$ cat src/rtl/aq_djpeg_dhtseg.sv
`default_nettype none
// ============================================================================
// Module      : aq_djpeg_dhtseg
// Description : JPEG DHT segment parser; writes BITS counts and HUFFVAL symbols
//               to the Huffman table RAM. Define AQ_DJPEG_DHTSEG_CHECK_EN to
//               enable segment checking and the sticky SegError flag.
// Revision    : 1.0 - initial release
// ============================================================================
module aq_djpeg_dhtseg (
    input  logic       clk,
    input  logic       rst,
    input  logic       SegStart,
    input  logic       ByteValid,
    input  logic [7:0] ByteData,
    output logic       ByteReady,
    output logic       DataInEnable,
    output logic [1:0] DataInColor,
    output logic [7:0] DataInCount,
    output logic [7:0] DataIn,
    output logic       BitsEnable,
    output logic [1:0] BitsColor,
    output logic [3:0] BitsIndex,
    output logic [7:0] BitsData,
    output logic       SegDone,
    output logic       SegError
);

    typedef enum logic [2:0] {
        IDLE = 3'd0,
        LENH = 3'd1,
        LENL = 3'd2,
        TCTH = 3'd3,
        BITS = 3'd4,
        VALS = 3'd5,
        ERR  = 3'd6
    } state_t;

    state_t      r_state;
    state_t      w_nextState;
    logic [7:0]  r_lenH;
    logic [15:0] r_remaining;
    logic [11:0] r_sum;
    logic [3:0]  r_index;
    logic [7:0]  r_count;
    logic [1:0]  r_color;

    logic        w_accept;
    logic [15:0] w_length;
    logic        w_lastByte;
    logic [11:0] w_newSum;
    logic [11:0] w_sumCap;
    logic        w_lastVal;
    logic        w_bitsWr;
    logic        w_valsWr;
    logic        w_done;
    logic        w_error;

    assign ByteReady  = (r_state inside {LENH, LENL, TCTH, BITS, VALS});
    assign w_accept   = ByteValid & ByteReady;
    assign w_length   = {r_lenH, ByteData};
    assign w_lastByte = (r_remaining == 16'd1);
    assign w_newSum   = r_sum + {4'd0, ByteData};
    assign w_sumCap   = (w_newSum > 12'd256) ? 12'd256 : w_newSum;
    assign w_lastVal  = ({4'd0, r_count} == (r_sum - 12'd1));

`ifdef AQ_DJPEG_DHTSEG_CHECK_EN
    logic w_tableEnd;
    assign w_tableEnd = (r_index == 4'd15) && (w_newSum == 12'd0);
`endif

    always_comb begin
        w_nextState = r_state;
        w_bitsWr    = 1'b0;
        w_valsWr    = 1'b0;
        w_done      = 1'b0;
        w_error     = 1'b0;
        if (SegStart) begin
            w_nextState = LENH;
        end else if (w_accept) begin
            case (r_state)
                LENH: w_nextState = LENL;
                LENL: begin
                    if (w_length > 16'd2) begin
                        w_nextState = TCTH;
                    end else begin
                        w_nextState = IDLE;
                        w_done      = 1'b1;
                    end
`ifdef AQ_DJPEG_DHTSEG_CHECK_EN
                    if (w_length < 16'd2) begin
                        w_nextState = ERR;
                        w_done      = 1'b0;
                        w_error     = 1'b1;
                    end
`endif
                end
                TCTH: begin
                    w_nextState = w_lastByte ? IDLE : BITS;
                    w_done      = w_lastByte;
`ifdef AQ_DJPEG_DHTSEG_CHECK_EN
                    if ((ByteData[7:4] > 4'd1) || (ByteData[3:0] > 4'd1) || w_lastByte) begin
                        w_nextState = ERR;
                        w_done      = 1'b0;
                        w_error     = 1'b1;
                    end
`endif
                end
                BITS: begin
                    w_bitsWr = 1'b1;
                    if (w_lastByte) begin
                        w_nextState = IDLE;
                        w_done      = 1'b1;
                    end else if (r_index == 4'd15) begin
                        w_nextState = (w_newSum != 12'd0) ? VALS : TCTH;
                    end
`ifdef AQ_DJPEG_DHTSEG_CHECK_EN
                    if (((r_index == 4'd15) && ((w_newSum > 12'd256) ||
                         ((w_newSum > 12'd16) && !r_color[0]))) ||
                        (w_lastByte && !w_tableEnd)) begin
                        w_nextState = ERR;
                        w_done      = 1'b0;
                        w_error     = 1'b1;
                        w_bitsWr    = 1'b0;
                    end
`endif
                end
                VALS: begin
                    w_valsWr = 1'b1;
                    if (w_lastByte) begin
                        w_nextState = IDLE;
                        w_done      = 1'b1;
                    end else if (w_lastVal) begin
                        w_nextState = TCTH;
                    end
`ifdef AQ_DJPEG_DHTSEG_CHECK_EN
                    if (w_lastByte && !w_lastVal) begin
                        w_nextState = ERR;
                        w_done      = 1'b0;
                        w_error     = 1'b1;
                        w_valsWr    = 1'b0;
                    end
`endif
                end
                default: w_nextState = r_state;
            endcase
        end
    end

    always_ff @(posedge clk) begin
        if (rst) begin
            r_state      <= IDLE;
            r_lenH       <= 8'd0;
            r_remaining  <= 16'd0;
            r_sum        <= 12'd0;
            r_index      <= 4'd0;
            r_count      <= 8'd0;
            r_color      <= 2'd0;
            DataInEnable <= 1'b0;
            DataInColor  <= 2'd0;
            DataInCount  <= 8'd0;
            DataIn       <= 8'd0;
            BitsEnable   <= 1'b0;
            BitsColor    <= 2'd0;
            BitsIndex    <= 4'd0;
            BitsData     <= 8'd0;
            SegDone      <= 1'b0;
            SegError     <= 1'b0;
        end else begin
            r_state      <= w_nextState;
            BitsEnable   <= w_bitsWr;
            DataInEnable <= w_valsWr;
            SegDone      <= w_done;
            if (SegStart) begin
                SegError <= 1'b0;
            end else if (w_error) begin
                SegError <= 1'b1;
            end
            if (w_bitsWr) begin
                BitsColor <= r_color;
                BitsIndex <= r_index;
                BitsData  <= ByteData;
            end
            if (w_valsWr) begin
                DataInColor <= r_color;
                DataInCount <= r_count;
                DataIn      <= ByteData;
            end
            if (!SegStart && w_accept) begin
                case (r_state)
                    LENH: r_lenH <= ByteData;
                    LENL: r_remaining <= (w_length < 16'd2) ? 16'd0 : (w_length - 16'd2);
                    TCTH: begin
                        r_remaining <= r_remaining - 16'd1;
                        r_color     <= {ByteData[0], ByteData[4]};
                        r_sum       <= 12'd0;
                        r_index     <= 4'd0;
                    end
                    BITS: begin
                        r_remaining <= r_remaining - 16'd1;
                        r_index     <= r_index + 4'd1;
                        r_count     <= 8'd0;
                        // Symbol count beyond 256 is clipped once BITS completes
                        r_sum       <= (r_index == 4'd15) ? w_sumCap : w_newSum;
                    end
                    VALS: begin
                        r_remaining <= r_remaining - 16'd1;
                        r_count     <= r_count + 8'd1;
                    end
                    default: r_lenH <= r_lenH;
                endcase
            end
        end
    end

endmodule
`default_nettype wire
$ cat config.mk
export PLATFORM = sky130hd
export DESIGN_NAME = aq_djpeg_dhtseg
export DESIGN_NICKNAME = d
export VERILOG_FILES = /design/src/rtl/aq_djpeg_dhtseg.sv
export SDC_FILE = /design/constraint.sdc
export NUM_CORES = 1
export LEC_CHECK = 0
export CAP_MARGIN = 20
export CORE_UTILIZATION = 45
export CTS_BUF_LIST = sky130_fd_sc_hd__clkbuf_16
export DETAILED_ROUTE_END_ITERATION = 10
export GPL_TIMING_DRIVEN = 0
export PLACE_DENSITY_LB_ADDON = 0.3
export SYNTH_ARGS = -nofsm -noshare
export SYNTH_HDL_FRONTEND = slang
export SYNTH_SLANG_ARGS = --single-unit
$ cat constraint.sdc
create_clock -name clk -period 4 [get_ports clk]
set_input_delay 0.6 -clock clk [delete_from_list [all_inputs] [get_ports clk]]
set_output_delay 0.6 -clock clk [all_outputs]
set_load 0.01 [all_outputs]
==> metrics <==
CTS Root Cell=clkbuf_16; #FFs+latches synth=approximately 90; CP max stage cell=clkdlybuf4s50_1; post-synthesis cell type count=58; crit-path cells=clkdlybuf4s50_1 > ha_1 > inv_1 > fa_1 > nand2b_1 > a2111oi_1 > o21ai_0 > a221oi_1 > o31ai_1 > a21o_1 > nand2_1 > o21ai_0; Layout area overhead=19.9%; DR vias=between 4000 and 5000; top-area cell type share of the netlist area=0.368; vias in the first global route=between 4000 and 5000; die area=about 11000 um^2; Total GRT Usage=0.251; Slew @ Worst Pin=between 0.9 and 1 ns; design area=approximately 5700 um^2; Worst-Skew Late Latency=0.34 ns; Antenna diodes=0; status=finished, final reports clean; register area share after synthesis=0.368; dpl cells=813; initial antenna violation count=0; routed vias/inst=5.81; total routed wirelength=approximately 14000 um; Die H=approximately 110 um; pwr dens=roughly 330 nW/um^2; skew final=roughly 0.0077 ns; core footprint=between 10000 and 15000 um^2; post-DP HPWL=roughly 10000 um; gpl congestion=a little under 0.9; Ys Warns=0; routed len/inst=16.3 um; initial drt markers=between 300 and 400; Hold Crit Class=flop to flop; crit-path max FO=6; CP peak stage delay=~0.7 ns; Async SR Flop Fraction=0; data required time of the worst path=between 4 and 5 ns; port bufs=47; hold_ws=0.447 ns; CTS tree=built; num ports=49; WP data arrival=approximately 4 ns; Initial Utilization=0.464; final antenna-violating net count=0; total CTS buffers=9; Hold Vio Cnt, Final=0; H-tree Lvls=3; Worst VDD drop=approximately 0.00022 V; Storage cell area=between 1500 and 2000 um^2; relative slew slack=0.368; share of post-route cells with drive strength above 1=0.0418; area of the multi-input gates=about 2800 um^2; fmax=264 MHz; synthesized area per cell=between 7 and 8 um^2; Synth Net Count=between 600 and 700; fill count=approximately 960; CTS Sinks=88; Synth top cells by count=109 x nand2_1, 88 x dfxtp_1, 72 x nor2_1; fin cells=approximately 830; total power=1880 uW; CP Launch Type=primary input; Yosys top cell by area=dfxtp_1; Hold-fix buffers, CTS=0; most used cell, CP=o21ai_0; max-cap violation count=0; largest net degree at the start of global routing=17; die extent in x=around 110 um; final setup vio count=0; Main synth FF type=dfxtp_1; Gate Count Post-Synth=630; gr ovfl total=0; Final Critical Period=between 3 and 4 ns; main area contributors after synthesis=dfxtp_1 37%, nand2_1 8.5%, a21oi_1 7.4%; Cell Area, Placed=5430 um^2; Mapped Area=4790 um^2; kind of critical path=primary input to flop; Max clock buf depth=2; # rows=37; Worst Setup End Kind=flop; final layout net count=~700; DRT Pass-1 Iters=5; top-count cell post-synth=nand2_1; fin crit share=0.946; RSZ-0062 raised after global routing=false; first-pass GRT wire length=22100 um; Slew Viols, Final=0; CTS clk-pin slew, worst paths=about 0.070 ns; number of synthesized flops with an enable pin=0; Lkg Pwr=about 0.0021 uW; DRC=0
-- logic make-up (layout without fill, tap and decap cells) --
| kind of cell | Yosys count | after routing | share of synthesized area |
|---|---|---|---|
| and+or+nand+nor | 266 | 266 | 0.252 |
| buffers and inverters | 50 | 113 | 0.0410 |
| adders and majority gates | 15 | 15 | 0.0407 |
| muxes | 13 | 13 | 0.0274 |
| AOI/OAI and AO/OA | 167 | 167 | 0.215 |
| xor gates and xnor gates | 30 | 30 | 0.0548 |
| DFF | 88 | 88 | 0.368 |
| other | 1 | 1 | 0.000783 |
-- cell type report --
cell class / instances / share of cell area
tap: 136 / 0.0296
inverter: 15 / 0.00980
sequential: 88 / 0.307
timing repair buffer: 47 / 0.0819
multi-input combinational: 492 / 0.494
clock inverter: 7 / 0.0137
clock buffer: 9 / 0.0392
buffer: 35 / 0.0246
-- state kept, by name, indices dropped and copies added (netlist names) --
signal / count
r_count: 8
BitsColor: 2
r_state: 3
SegDone: 1
r_remaining: 16
r_color: 2
r_index: 4
DataInCount: 8
BitsData: 8
BitsIndex: 4
DataInColor: 2
r_lenH: 8
DataIn: 8
BitsEnable: 1
r_sum: 12
DataInEnable: 1
-- final timing paths --
path | start | endpoint | slack, ns | depth (start not counted)
worst max register to register | r_sum[0] | r_sum[7] | 0.73 | 11
worst max-delay path | ByteData[0] | r_sum[7] | 0.22 | 12
worst min-delay path | r_remaining[13] | r_remaining[13] | 0.45 | 2
worst min register to register | r_remaining[13] | r_remaining[13] | 0.45 | 2
-- power breakdown --
part           switching (uW)  internal [uW]  leakage (uW)
Sequential               5.48            880      0.000709
Combinational            83.3           44.5       0.00128
Clock                     376            491      0.000146
Total                     465           1420       0.00214
-- metal layers --
metal / up-vias / GRT usage / share of wire
met5: - / 0 / 0
met1: 2284 / 0.308 / 0.43
li1: 2338 / - / -
met2: 159 / 0.429 / 0.49
met3: 38 / 0.0368 / 0.049
met4: 0 / 0.121 / 0.034
-- per-stage QoR --
step,util,TNS (ns),worst slack [ns]
after global routing,0.556,0,0.0266
after CTS,0.556,0,0.0701
after detailed placement,0.526,-2.43,-0.265
final,0.556,0,0.216
after global placement,0.526,-1.16,-0.163
after floorplan,-,0,0.945
-- cell usage in the layout (no fill, tap or decap), types with 3 or more instances in the layout --
cell / Yosys / routed
xnor2_1: 20 / 20
nand2b_1: 4 / 4
dfxtp_1: 88 / 88
xor2_1: 10 / 10
nand2_1: 109 / 109
nor4_1: 13 / 13
or3_1: 4 / 4
nor2_1: 72 / 72
nand3_1: 12 / 12
nand3b_1: 6 / 6
nor2b_1: 8 / 8
o32ai_1: 4 / 4
nor3_1: 17 / 17
a32o_1: 5 / 5
or4_1: 4 / 4
clkdlybuf4s50_1: 0 / 47
mux2i_1: 12 / 12
o21ai_0: 36 / 36
clkbuf_1: 30 / 29
and3_1: 4 / 4
o31ai_1: 5 / 5
buf_2: 4 / 4
inv_1: 14 / 14
clkbuf_16: 0 / 9
a22oi_1: 8 / 8
a21oi_1: 71 / 71
a21o_1: 8 / 8
o22ai_1: 3 / 3
ha_1: 14 / 14
-- what timing repair did --
item | in CTS | in global routing
gates resized for setup | 0 | 4
setup endpoints to repair | 0 | 12
buffers inserted | 0 | 0
-- critical path: cells and delay by family --
kind            cells  cell delay, ns
buf+inv             2            0.76
simple gates        2            0.43
compound gates      6            1.56
fa+ha+maj           2            0.65
Power figures use the tool's default switching activity.
